==> config.mk <==
export PLATFORM = sky130hd
export DESIGN_NAME = eth_ip_dst_extractor_flat
export DESIGN_NICKNAME = d
export VERILOG_FILES = /design/src/rtl/eth_pkg.sv /design/src/rtl/eth_ip_dst_extractor_if.sv /design/src/rtl/byte_shift_capture.sv /design/src/rtl/eth_ip_dst_extractor.sv /design/src/flat_wrapper.sv
export SDC_FILE = /design/constraint.sdc
export NUM_CORES = 1
export LEC_CHECK = 0
export CAP_MARGIN = 40
export CORE_MARGIN = 8
export CORE_UTILIZATION = 45
export CTS_BUF_LIST = sky130_fd_sc_hd__clkbuf_16
export DETAILED_ROUTE_END_ITERATION = 10
export PLACE_DENSITY_LB_ADDON = 0.1
export SYNTH_ARGS = -nofsm -noshare
export SYNTH_HDL_FRONTEND = slang
export SYNTH_SLANG_ARGS = --single-unit
export TNS_END_PERCENT = 5
==> constraint.sdc <==
create_clock -name clk -period 2.8 [get_ports clk]
set_input_delay 0.56 -clock clk [delete_from_list [all_inputs] [get_ports clk]]
set_output_delay 0.56 -clock clk [all_outputs]
set_load 0.01 [all_outputs]
==> src/rtl/eth_pkg.sv <==
// Shared Ethernet/IP constants and the extractor FSM state type.
// Imported by the destination-address extractor and reused by the
// TX buffer controller, which needs the same decision offsets.
package eth_pkg;

    localparam logic [15:0] ETHERTYPE_IPV4 = 16'h0800;
    localparam logic [15:0] ETHERTYPE_IPV6 = 16'h86DD;
    localparam logic [15:0] ETHERTYPE_VLAN = 16'h8100;

    localparam int unsigned ETH_HDR_LEN     = 14;
    localparam int unsigned VLAN_TAG_LEN    = 4;
    localparam int unsigned IPV4_DST_OFS    = 16;
    localparam int unsigned IPV6_DST_OFS    = 24;
    localparam int unsigned IPV4_ADDR_BYTES = 4;
    localparam int unsigned IPV6_ADDR_BYTES = 16;

    // Frame offset of the last destination byte for untagged frames;
    // add VLAN_TAG_LEN for tagged frames.
    localparam int unsigned IPV4_DECIDE_OFS = ETH_HDR_LEN + IPV4_DST_OFS + IPV4_ADDR_BYTES - 1;
    localparam int unsigned IPV6_DECIDE_OFS = ETH_HDR_LEN + IPV6_DST_OFS + IPV6_ADDR_BYTES - 1;

    typedef enum logic [5:0] {
        IDLE     = 6'b000001,
        ETH_HDR  = 6'b000010,
        VLAN     = 6'b000100,
        IPV4     = 6'b001000,
        IPV6     = 6'b010000,
        WAIT_END = 6'b100000
    } ip_extract_state_t;

    // IP version field lives in the high nibble of the first L3 byte.
    function automatic logic [3:0] ip_version(input logic [7:0] first_l3_byte);
        return first_l3_byte[7:4];
    endfunction

endpackage

==> src/rtl/eth_ip_dst_extractor_if.sv <==
// Bus between the RX byte snooper and the extractor.
//   rx_valid/rx_data            : byte stream (driven by master)
//   ip_valid/ip_is_ipv6/dst_ip  : IP decision and captured address (driven by slave)
//   non_ip_valid/trunc          : non-IP / truncated decision (driven by slave)
interface eth_ip_dst_extractor_if #(
    parameter int unsigned RGMII_W = 8
);
    logic               rx_valid;
    logic [RGMII_W-1:0] rx_data;
    logic               ip_valid;
    logic               ip_is_ipv6;
    logic [127:0]       dst_ip;
    logic               non_ip_valid;
    logic               trunc;

    modport master (
        output rx_valid, rx_data,
        input  ip_valid, ip_is_ipv6, dst_ip, non_ip_valid, trunc
    );

    modport slave (
        input  rx_valid, rx_data,
        output ip_valid, ip_is_ipv6, dst_ip, non_ip_valid, trunc
    );
endinterface

==> src/rtl/byte_shift_capture.sv <==
// MSB-first byte accumulator: each shift_en pushes byte_in into the low
// byte and moves older bytes up. clr has priority over shift_en.
//   clk, rst (async, active-low), shift_en, clr, byte_in[7:0], word_out[WIDTH-1:0]
module byte_shift_capture #(
    parameter int unsigned WIDTH = 128
) (
    input  logic             clk,
    input  logic             rst,
    input  logic             shift_en,
    input  logic             clr,
    input  logic [7:0]       byte_in,
    output logic [WIDTH-1:0] word_out
);

    logic [WIDTH-1:0] word_q;
    logic [WIDTH-1:0] word_d;

    always_comb begin
        word_d = word_q;
        if (clr) begin
            word_d = '0;
        end else if (shift_en) begin
            word_d = {word_q[WIDTH-9:0], byte_in};
        end
    end

    always_ff @(posedge clk or negedge rst) begin
        if (!rst) begin
            word_q <= '0;
        end else begin
            word_q <= word_d;
        end
    end

    assign word_out = word_q;

endmodule

==> src/rtl/eth_ip_dst_extractor.sv <==
// Snoops the RX byte stream, classifies each frame as IPv4 / IPv6 / non-IP
// and extracts the IP destination address. Exactly one registered decision
// pulse (ip_valid or non_ip_valid) is issued per started frame.
//   clk : core clock
//   rst : asynchronous reset, active-low
//   bus : eth_ip_dst_extractor_if.slave (rx_valid/rx_data in, decision out)
module eth_ip_dst_extractor
    import eth_pkg::*;
#(
    parameter int unsigned RGMII_W = 8,
    parameter int unsigned CNT_W   = 6,
    parameter bit          VLAN_EN = 1'b1
) (
    input  logic                  clk,
    input  logic                  rst,
    eth_ip_dst_extractor_if.slave bus
);

    ip_extract_state_t state_q, state_d;
    logic [CNT_W-1:0]  cnt_q, cnt_d;
    logic [CNT_W-1:0]  l3_q, l3_d;
    logic [15:0]       type_q, type_d;
    logic              rx_valid_q;

    logic              ip_valid_q, ip_valid_d;
    logic              non_ip_valid_q, non_ip_valid_d;
    logic              ip_is_ipv6_q, ip_is_ipv6_d;
    logic              trunc_q, trunc_d;
    logic [127:0]      dst_ip_q, dst_ip_d;

    logic [RGMII_W-1:0] rx_word;
    logic [7:0]         rx_byte;
    logic               rx_valid;
    logic [CNT_W-1:0]   cnt_inc;
    logic [CNT_W-1:0]   rel;
    logic [15:0]        etype;
    logic               shift_en;
    logic               shift_clr;
    logic [127:0]       word;
    logic               unused_word_msb;

    assign rx_word  = bus.rx_data;
    assign rx_byte  = rx_word[7:0];
    assign rx_valid = bus.rx_valid;

    // The newest byte completes each address, so the published value is the
    // accumulator contents plus the byte being accepted this cycle.
    assign unused_word_msb = ^word[127:120];

    byte_shift_capture #(
        .WIDTH (128)
    ) u_dst_capture (
        .clk      (clk),
        .rst      (rst),
        .shift_en (shift_en),
        .clr      (shift_clr),
        .byte_in  (rx_byte),
        .word_out (word)
    );

    always_comb begin
        state_d        = state_q;
        cnt_d          = cnt_q;
        l3_d           = l3_q;
        type_d         = type_q;
        ip_valid_d     = 1'b0;
        non_ip_valid_d = 1'b0;
        ip_is_ipv6_d   = ip_is_ipv6_q;
        trunc_d        = trunc_q;
        dst_ip_d       = dst_ip_q;
        shift_en       = 1'b0;
        shift_clr      = 1'b0;

        cnt_inc = (cnt_q == '1) ? cnt_q : cnt_q + 1'b1;
        // Offset relative to the L3 header; only meaningful in IPV4/IPV6,
        // which are always entered with cnt_q == l3_q.
        rel     = cnt_q - l3_q;
        etype   = {type_q[7:0], rx_byte};

        case (state_q)
            IDLE: begin
                // rx_valid_q resets high, so a frame already in flight at
                // reset release never looks like a rising edge.
                if (rx_valid && !rx_valid_q) begin
                    state_d   = ETH_HDR;
                    cnt_d     = CNT_W'(1);
                    type_d    = '0;
                    shift_clr = 1'b1;
                end
            end

            ETH_HDR, VLAN: begin
                if (!rx_valid) begin
                    non_ip_valid_d = 1'b1;
                    trunc_d        = 1'b1;
                    state_d        = IDLE;
                end else begin
                    cnt_d  = cnt_inc;
                    type_d = etype;
                    if ((state_q == ETH_HDR && cnt_q == CNT_W'(ETH_HDR_LEN - 1)) ||
                        (state_q == VLAN && cnt_q == CNT_W'(ETH_HDR_LEN + VLAN_TAG_LEN - 1))) begin
                        l3_d = (state_q == VLAN) ? CNT_W'(ETH_HDR_LEN + VLAN_TAG_LEN)
                                                 : CNT_W'(ETH_HDR_LEN);
                        if (etype == ETHERTYPE_VLAN && VLAN_EN && state_q == ETH_HDR) begin
                            state_d = VLAN;
                        end else if (etype == ETHERTYPE_IPV4) begin
                            state_d = IPV4;
                        end else if (etype == ETHERTYPE_IPV6) begin
                            state_d = IPV6;
                        end else begin
                            non_ip_valid_d = 1'b1;
                            trunc_d        = 1'b0;
                            state_d        = WAIT_END;
                        end
                    end
                end
            end

            IPV4: begin
                if (!rx_valid) begin
                    non_ip_valid_d = 1'b1;
                    trunc_d        = 1'b1;
                    state_d        = IDLE;
                end else begin
                    cnt_d = cnt_inc;
                    if (rel == '0) begin
                        if (ip_version(rx_byte) != 4'd4) begin
                            non_ip_valid_d = 1'b1;
                            trunc_d        = 1'b0;
                            state_d        = WAIT_END;
                        end
                    end else if (rel >= CNT_W'(IPV4_DST_OFS)) begin
                        shift_en = 1'b1;
                        if (rel == CNT_W'(IPV4_DST_OFS + IPV4_ADDR_BYTES - 1)) begin
                            ip_valid_d      = 1'b1;
                            ip_is_ipv6_d    = 1'b0;
                            trunc_d         = 1'b0;
                            dst_ip_d        = '0;
                            dst_ip_d[31:0]  = {word[23:0], rx_byte};
                            state_d         = WAIT_END;
                        end
                    end
                end
            end

            IPV6: begin
                if (!rx_valid) begin
                    non_ip_valid_d = 1'b1;
                    trunc_d        = 1'b1;
                    state_d        = IDLE;
                end else begin
                    cnt_d = cnt_inc;
                    if (rel == '0) begin
                        if (ip_version(rx_byte) != 4'd6) begin
                            non_ip_valid_d = 1'b1;
                            trunc_d        = 1'b0;
                            state_d        = WAIT_END;
                        end
                    end else if (rel >= CNT_W'(IPV6_DST_OFS)) begin
                        shift_en = 1'b1;
                        if (rel == CNT_W'(IPV6_DST_OFS + IPV6_ADDR_BYTES - 1)) begin
                            ip_valid_d   = 1'b1;
                            ip_is_ipv6_d = 1'b1;
                            trunc_d      = 1'b0;
                            dst_ip_d     = {word[119:0], rx_byte};
                            state_d      = WAIT_END;
                        end
                    end
                end
            end

            WAIT_END: begin
                if (!rx_valid) begin
                    state_d = IDLE;
                end
            end

            default: begin
                state_d = IDLE;
            end
        endcase
    end

    always_ff @(posedge clk or negedge rst) begin
        if (!rst) begin
            state_q        <= IDLE;
            cnt_q          <= '0;
            l3_q           <= '0;
            type_q         <= '0;
            rx_valid_q     <= 1'b1;
            ip_valid_q     <= 1'b0;
            non_ip_valid_q <= 1'b0;
            ip_is_ipv6_q   <= 1'b0;
            trunc_q        <= 1'b0;
            dst_ip_q       <= '0;
        end else begin
            state_q        <= state_d;
            cnt_q          <= cnt_d;
            l3_q           <= l3_d;
            type_q         <= type_d;
            rx_valid_q     <= rx_valid;
            ip_valid_q     <= ip_valid_d;
            non_ip_valid_q <= non_ip_valid_d;
            ip_is_ipv6_q   <= ip_is_ipv6_d;
            trunc_q        <= trunc_d;
            dst_ip_q       <= dst_ip_d;
        end
    end

    assign bus.ip_valid     = ip_valid_q;
    assign bus.non_ip_valid = non_ip_valid_q;
    assign bus.ip_is_ipv6   = ip_is_ipv6_q;
    assign bus.trunc        = trunc_q;
    assign bus.dst_ip       = dst_ip_q;

endmodule

==> src/flat_wrapper.sv <==
// flat-port wrapper written by rule: the top's interface ports become plain ports
module eth_ip_dst_extractor_flat import eth_pkg::*;
#(
    parameter int unsigned RGMII_W = 8,
    parameter int unsigned CNT_W   = 6,
    parameter bit          VLAN_EN = 1'b1
)
  (clk, rst, bus_rx_valid, bus_rx_data, bus_ip_valid, bus_ip_is_ipv6, bus_dst_ip, bus_non_ip_valid, bus_trunc);
  eth_ip_dst_extractor_if #(.RGMII_W(RGMII_W)) bus_i ();
  input  logic clk;
  input  logic rst;
  input wire logic [$bits(bus_i.rx_valid)-1:0] bus_rx_valid;
  input wire logic [$bits(bus_i.rx_data)-1:0] bus_rx_data;
  output wire logic [$bits(bus_i.ip_valid)-1:0] bus_ip_valid;
  output wire logic [$bits(bus_i.ip_is_ipv6)-1:0] bus_ip_is_ipv6;
  output wire logic [$bits(bus_i.dst_ip)-1:0] bus_dst_ip;
  output wire logic [$bits(bus_i.non_ip_valid)-1:0] bus_non_ip_valid;
  output wire logic [$bits(bus_i.trunc)-1:0] bus_trunc;
  assign bus_i.rx_valid = bus_rx_valid;
  assign bus_i.rx_data = bus_rx_data;
  assign bus_ip_valid = bus_i.ip_valid;
  assign bus_ip_is_ipv6 = bus_i.ip_is_ipv6;
  assign bus_dst_ip = bus_i.dst_ip;
  assign bus_non_ip_valid = bus_i.non_ip_valid;
  assign bus_trunc = bus_i.trunc;
  eth_ip_dst_extractor #(.RGMII_W(RGMII_W), .CNT_W(CNT_W), .VLAN_EN(VLAN_EN)) u_core (.clk(clk), .rst(rst), .bus(bus_i));
endmodule
# Word level (Yosys, flattened, before mapping)
# Cells that the tools add are included.
dict set report op_classes {
  n_mux 90
  magnitude_cmp 2
  eq_ne 39
  addsub 2
  n_reduce_logical 20
}
# operator count
set ops {}
lappend ops {{2-to-1 mux 128 bit} 8}
lappend ops {{one-hot mux 128 bit (2 select lines)} 1}
lappend ops {{2-to-1 mux 120 bit} 2}
lappend ops {{2-to-1 mux 6 bit} 20}
lappend ops {{2-to-1 mux 1 bit} 48}
lappend ops {{== test 16 bit, second input constant} 2}
lappend ops {{one-hot mux 6 bit (5 select lines)} 1}
lappend ops {{== test 6 x 5 -> 1 bit, second input constant} 3}
lappend ops {{== test 6 bit, second input constant} 3}
lappend ops {{AND reduction 9 bit} 2}
lappend ops {{== test 16 x 12 -> 1 bit, second input constant} 1}
lappend ops {{2-to-1 mux 8 bit} 2}
lappend ops {{inequality test 4 x 2 -> 1 bit, second input constant} 4}
lappend ops {{one-hot mux 8 bit (2 select lines)} 1}
lappend ops {{inequality test 2 bit, second input constant} 7}
lappend ops {{== test 6 x 4 -> 1 bit, second input constant} 2}
lappend ops {{greater-or-equal comparator 6 x 5 -> 1 bit, second input constant} 2}
lappend ops {{inequality test 2 x 1 -> 1 bit, second input constant} 6}
lappend ops {{one-hot mux 6 bit (2 select lines)} 1}
lappend ops {{AND reduction 11 bit} 1}
lappend ops {{inequality test 3 bit, second input constant} 3}
lappend ops {{inequality test 4 x 3 -> 1 bit, second input constant} 2}
lappend ops {{inequality test 4 bit, second input constant} 2}
lappend ops {{nonzero test 2 bit} 4}
lappend ops {{18 further kinds} 25}
dict set report totals {
  regBits 279
  output_inout_bits 132
}

# Logic depth before layout (Yosys ltp)
dict set report logic_depth {
  word_depth 8
  mapped_depth 13
  depth_no_buf 11
}

# Hierarchy
# Synthesis repeated with hierarchy kept, for this count alone.
dict set report hier_totals {
  cells_unflattened 1093
  hier_area_um2 12525.8
}
# mod n_inst area_each_um2 seq_area_each_um2 cells_each
set modules_own_cells {}
lappend modules_own_cells {eth_ip_dst_extractor 1 7233.2 3906.2 681}
lappend modules_own_cells {byte_shift_capture 1 5292.6 3203.1 412}

# Least setup slack after synthesis
# Ideal clock, no wire load.
dict set report synth_path {
  path_type {reg2reg}
  start {reg u_core.cnt_q[1]}
  end {reg u_core.state_q[2]}
  arrival_ns 2.665
  setup_ns 0.128
  required_time_ns 2.672
  synth_period_minus_slack_ns 2.793
  path_stages_with_launch 12
  n_path_buf 0
  path_slack_ns 0.007
  cell_sequence {dfrtp_1 > inv_1 > ha_1 > inv_1 > fa_1 > xor2_1 > a2111oi_0 > or3b_1 > o211a_1 > o21ai_2 > nand4_1 > mux2_1}
}
dict set report synth_via {
  elab_chain_cells 5
}
# item line
set synth_rtl {}
lappend synth_rtl {{from (decl)} eth_ip_dst_extractor.sv:20} ;# logic [CNT_W-1:0] cnt_q, cnt_d;
lappend synth_rtl {{from (signal assigned)} eth_ip_dst_extractor.sv:198} ;# cnt_q <= cnt_d;
lappend synth_rtl {{parallel branches: the longest is 5 deep, another holds subtractor 6 bit} --}
lappend synth_rtl {{to (signal assigned)} eth_ip_dst_extractor.sv:197} ;# state_q <= state_d;
lappend synth_rtl {{to (decl)} eth_ip_dst_extractor.sv:19} ;# ip_extract_state_t state_q, state_d;
# Parallel ways; which one is timed is not known.
# A chain may end at the register's enable or synchronous reset.

# Worst setup path in the final report
dict set report layout_path {
  start {reg u_core.cnt_q[3]}
  end {reg u_core.dst_ip_q[20], in the netlist u_core.bus.dst_ip[20]}
}
dict set report layout_via {
  elab_chain_cells 4
}
# item line
set layout_rtl {}
lappend layout_rtl {{subtractor 6 bit *} eth_ip_dst_extractor.sv:77} ;# rel = cnt_q - l3_q;
lappend layout_rtl {{greater-or-equal comparator 6 x 5 -> 1 bit, or another cell as far along} eth_ip_dst_extractor.sv:159} ;# end else if (rel >= CNT_W'(IPV6_DST_OFS)) begin
lappend layout_rtl {{inequality test 2 x 1 -> 1 bit (no line) / inequality test 2 bit (equally long branches)} --}
lappend layout_rtl {{AND reduction 9 bit (no line) *} --}
lappend layout_rtl {{to (signal assigned)} eth_ip_dst_extractor.sv:206} ;# dst_ip_q <= dst_ip_d;
lappend layout_rtl {{to (decl)} eth_ip_dst_extractor.sv:29} ;# logic [127:0] dst_ip_q, dst_ip_d;
# Every way passes the cells marked *; elsewhere a longest branch is shown, timed or not.

==> results.md <==
- Area share of fa/ha/maj cells after synthesis: 0.8582%
- Headroom to the max-slew limit: 54.01%
- Root buffer cell: sky130_fd_sc_hd__clkbuf_16
- Met2 track demand over resource in global routing: 27.44%
- Area grow syn2layout: 29.89%
- Basic-gate share of the synthesized area counting and, or, nand and nor cells: 13.56%
- Floorplan Core Area: 24250 µm²
- Clock latency of the later-clocked register in the worst-skew pair: 0.54 ns
- Final Net Count: 1183
- Instance count of the mapped netlist: 1004
- Predominant post-synthesis flop cell: sky130_fd_sc_hd__dfrtp_1
- Remaining routing DRC violations: 0
- Share of the synthesized area in compound gates (AO/OA/AOI/OAI): 15.86%
- Ports: 143
- Portion of the clock cycle consumed by the worst path in the final layout: 99.95%
- Avg Synthesized Cell Area: 11.04 µm²
- Via count: 8088
- TNS Setup: 0 ns
- Largest net degree at the start of global routing: 89
- Util after Layout: 59.36%
- Post-detailed-routing wire length: 27690 µm
- Dominant combinational cell family by area after synthesis: compound AO/OA/AOI/OAI gates
- Maxcap violations: 0
- Fmax: 357.3 MHz
- Clk slew on worst S/H paths: 0.06 ns
- Library cell with the largest summed area after synthesis: sky130_fd_sc_hd__dfrtp_1
- Worst hold slack: 0.4749 ns
- Post-synthesis sequential area ratio: 62.35%
- Antenna violations before repair: 0
- Worst EP required: 3.22 ns
- Antenna Diode Count: 0
- Total congestion overflow: 0
- Final number of setup-violating endpoints: 0
- Post-detailed-route wirelength per cell: 18.33 µm
- Crit path capture type: flop
- Cell area after technology mapping: 11080 µm²
- Setup repair after global routing missed its margin: yes
- Pin slew with the least headroom to its limit: 0.6883 ns
- Element type at the critical path start: flop
- Result of the run: complete, no violations
- Met1 Usage GRT: 25.27%
- Initial cell density of the core: 45.70%
- Net count after synthesis: 1022
- Number of enable-type register cells in the synthesized netlist: 0
- Clock tree buffer depth: 3
- Leading cell type by number of instances after synthesis: sky130_fd_sc_hd__dfrtp_1
- Met3 demand-to-capacity share in global routing: 4.204%
- Most used routing layer: met2
- Pwr/cell area: 567.3 nW/µm²
- Number of distinct library cells after synthesis: 61
- Initial DRC count: 735
- Clock period minus worst slack: 2.799 ns
- Global-route wire length before repair: 44930 µm
- Row cnt: 57
- Largest vdd supply drop: 0.3470 mV
- Vias per Instance: 5.353
- Maximum fanout along the worst path: 7
- Path class of the lowest-slack min-delay path: flop to flop
- Yosys reg bits: 276
- Routability Congestion: 0.8453
- Number of sinks handled by clock tree synthesis: 276
- Class of the most critical setup path: flop to flop
- Floorplan die width: 172.9 µm
- Main area contributors after synthesis: sky130_fd_sc_hd__dfrtp_1 62%, sky130_fd_sc_hd__nand2_1 8.6%, sky130_fd_sc_hd__a22o_1 8.2%
- All-layer global routing usage: 17.83%
- Area share of the largest cell type after synthesis: 61.88%
- TritonCTS buffer count: 29
- Die area: 29900 µm²
- Layout cell share with drive strength beyond 1: 14.83%
- Total number of yosys warnings: 0
- Worst endpoint data arrival time: 3.22 ns
- Final clock skew: 0.01295 ns
- Count of port buffers added during placement: 142
- Floorplan die height: 172.9 µm
- Reported leakage power: 0.006532 µW
- Number of pins with negative max-slew slack in the final report: 0
- Async set-reset flop share out of synthesis: 100.0%
- Multiplexer share of the synthesized area: 3.354%
- Most used standard cells in the synthesized netlist: 274 x sky130_fd_sc_hd__dfrtp_1, 255 x sky130_fd_sc_hd__nand2_1, 118 x sky130_fd_sc_hd__a21oi_1, 104 x sky130_fd_sc_hd__a22o_1, 35 x sky130_fd_sc_hd__buf_2
- Xor/xnor share of the synthesized area: 0.6323%
- Number of search-and-repair iterations in the first detailed-routing pass: 4
- Via count of the first global-routing pass: 8158
- Post-route ant nets: 0
- H-Tree Level Count: 1
- HPWL after detailed placement: 17670 µm
- Clock tree from TritonCTS: built
- Final Hold Fails: 0
-- layout by cell type, fill, tap and decap left out, drive strengths merged, types with 19 or more instances in the layout --
cell type        n
a21oi          118
mux2            33
inv             19
clkdlybuf4s50  141
clkbuf          31
dfrtp          274
a22o           105
nand2          256
buf             56
nor2            20
-- worst paths after layout --
| check | start | endpoint | slack, ns | cells past startpoint |
|---|---|---|---|---|
| min in group asynchronous | rst | u_core.u_dst_capture.word_out[81] | 0.51 | 2 |
| worst max-delay path | u_core.cnt_q[3] | u_core.bus.dst_ip[20] | 0.001 | 10 |
| worst min register to register | u_core.bus.ip_is_ipv6 | u_core.bus.ip_is_ipv6 | 0.47 | 1 |
| worst max register to register | u_core.cnt_q[3] | u_core.bus.dst_ip[20] | 0.001 | 10 |
| worst min-delay path | u_core.bus.ip_is_ipv6 | u_core.bus.ip_is_ipv6 | 0.47 | 1 |
| max in group asynchronous | rst | u_core.u_dst_capture.word_out[31] | 1.49 | 3 |
-- cells by family after synthesis --
family | after synthesis
buffers and inverters | 84
xor gates and xnor gates | 8
muxes | 33
DFF | 276
and+or+nand+nor | 342
adders and majority gates | 7
AOI/OAI and AO/OA | 254
-- power by group --
part	total, µW	internal (µW)	switching, µW
clock	3540	1970	1570
combinational	538	209	329
sequential	4090	4040	51.0
-- state kept, by name, summed over array words and instances (netlist names), 3 cells and up --
| signal | count |
|---|---|
| u_core.bus.dst_ip | 128 |
| u_core.cnt_q | 6 |
| u_core.state_q | 6 |
| u_core.type_q | 8 |
| u_core.l3_q | 3 |
| u_core.u_dst_capture.word_out | 120 |
-- worst max-delay path, stage by stage, from the launching register on --
cell,delay [ns]
sky130_fd_sc_hd__dfrtp_1,0.46
sky130_fd_sc_hd__ha_2,0.45
sky130_fd_sc_hd__nor2_1,0.08
sky130_fd_sc_hd__a21oi_2,0.19
sky130_fd_sc_hd__xor2_1,0.35
sky130_fd_sc_hd__nor4_4,0.06
sky130_fd_sc_hd__o211ai_1,0.29
sky130_fd_sc_hd__buf_4,0.19
sky130_fd_sc_hd__buf_12,0.13
sky130_fd_sc_hd__buf_8,0.13
sky130_fd_sc_hd__mux2_2,0.33
-- per-layer routing --
metal	wire, µm	vias up
met5	0	-
met4	403	0
li1	-	3810
met2	12700	209
met3	1713	34
met1	12870	4035
-- final cells by class --
class	count	area, µm²
clock buffers	29	725.7
clock inverters	24	143.9
fillers	2037	9856
inverters	14	52.55
multi-input cells	644	3963
flip-flops and latches	276	6909
well taps	324	405.4
repair buffers	200	2193
-- what timing repair did --
action	in CTS	in global routing
setup buffers	0	5
setup endpoints to repair	13	85
cloned	0	3
gates resized for setup	3	36
hold endpoints to repair	46	0
hold buffers	1	0
pin swaps	6	10
-- metrics by stage --
| step | total power, µW | cell area [µm²] | std cells | worst slack [ns] |
|---|---|---|---|---|
| detailed placement | 4668 | 13230 | 1449 | -0.1304 |
| global placement | 4669 | 13230 | 1449 | -0.05895 |
| CTS | 8219 | 14120 | 1503 | 0.006815 |
| finish | 8165 | 14390 | 1511 | 0.001276 |
| global route | 8466 | 14390 | 1511 | -0.08573 |
| floorplan | 4411 | 11080 | 1004 | 0.007242 |
Power figures use the tool's default switching activity.
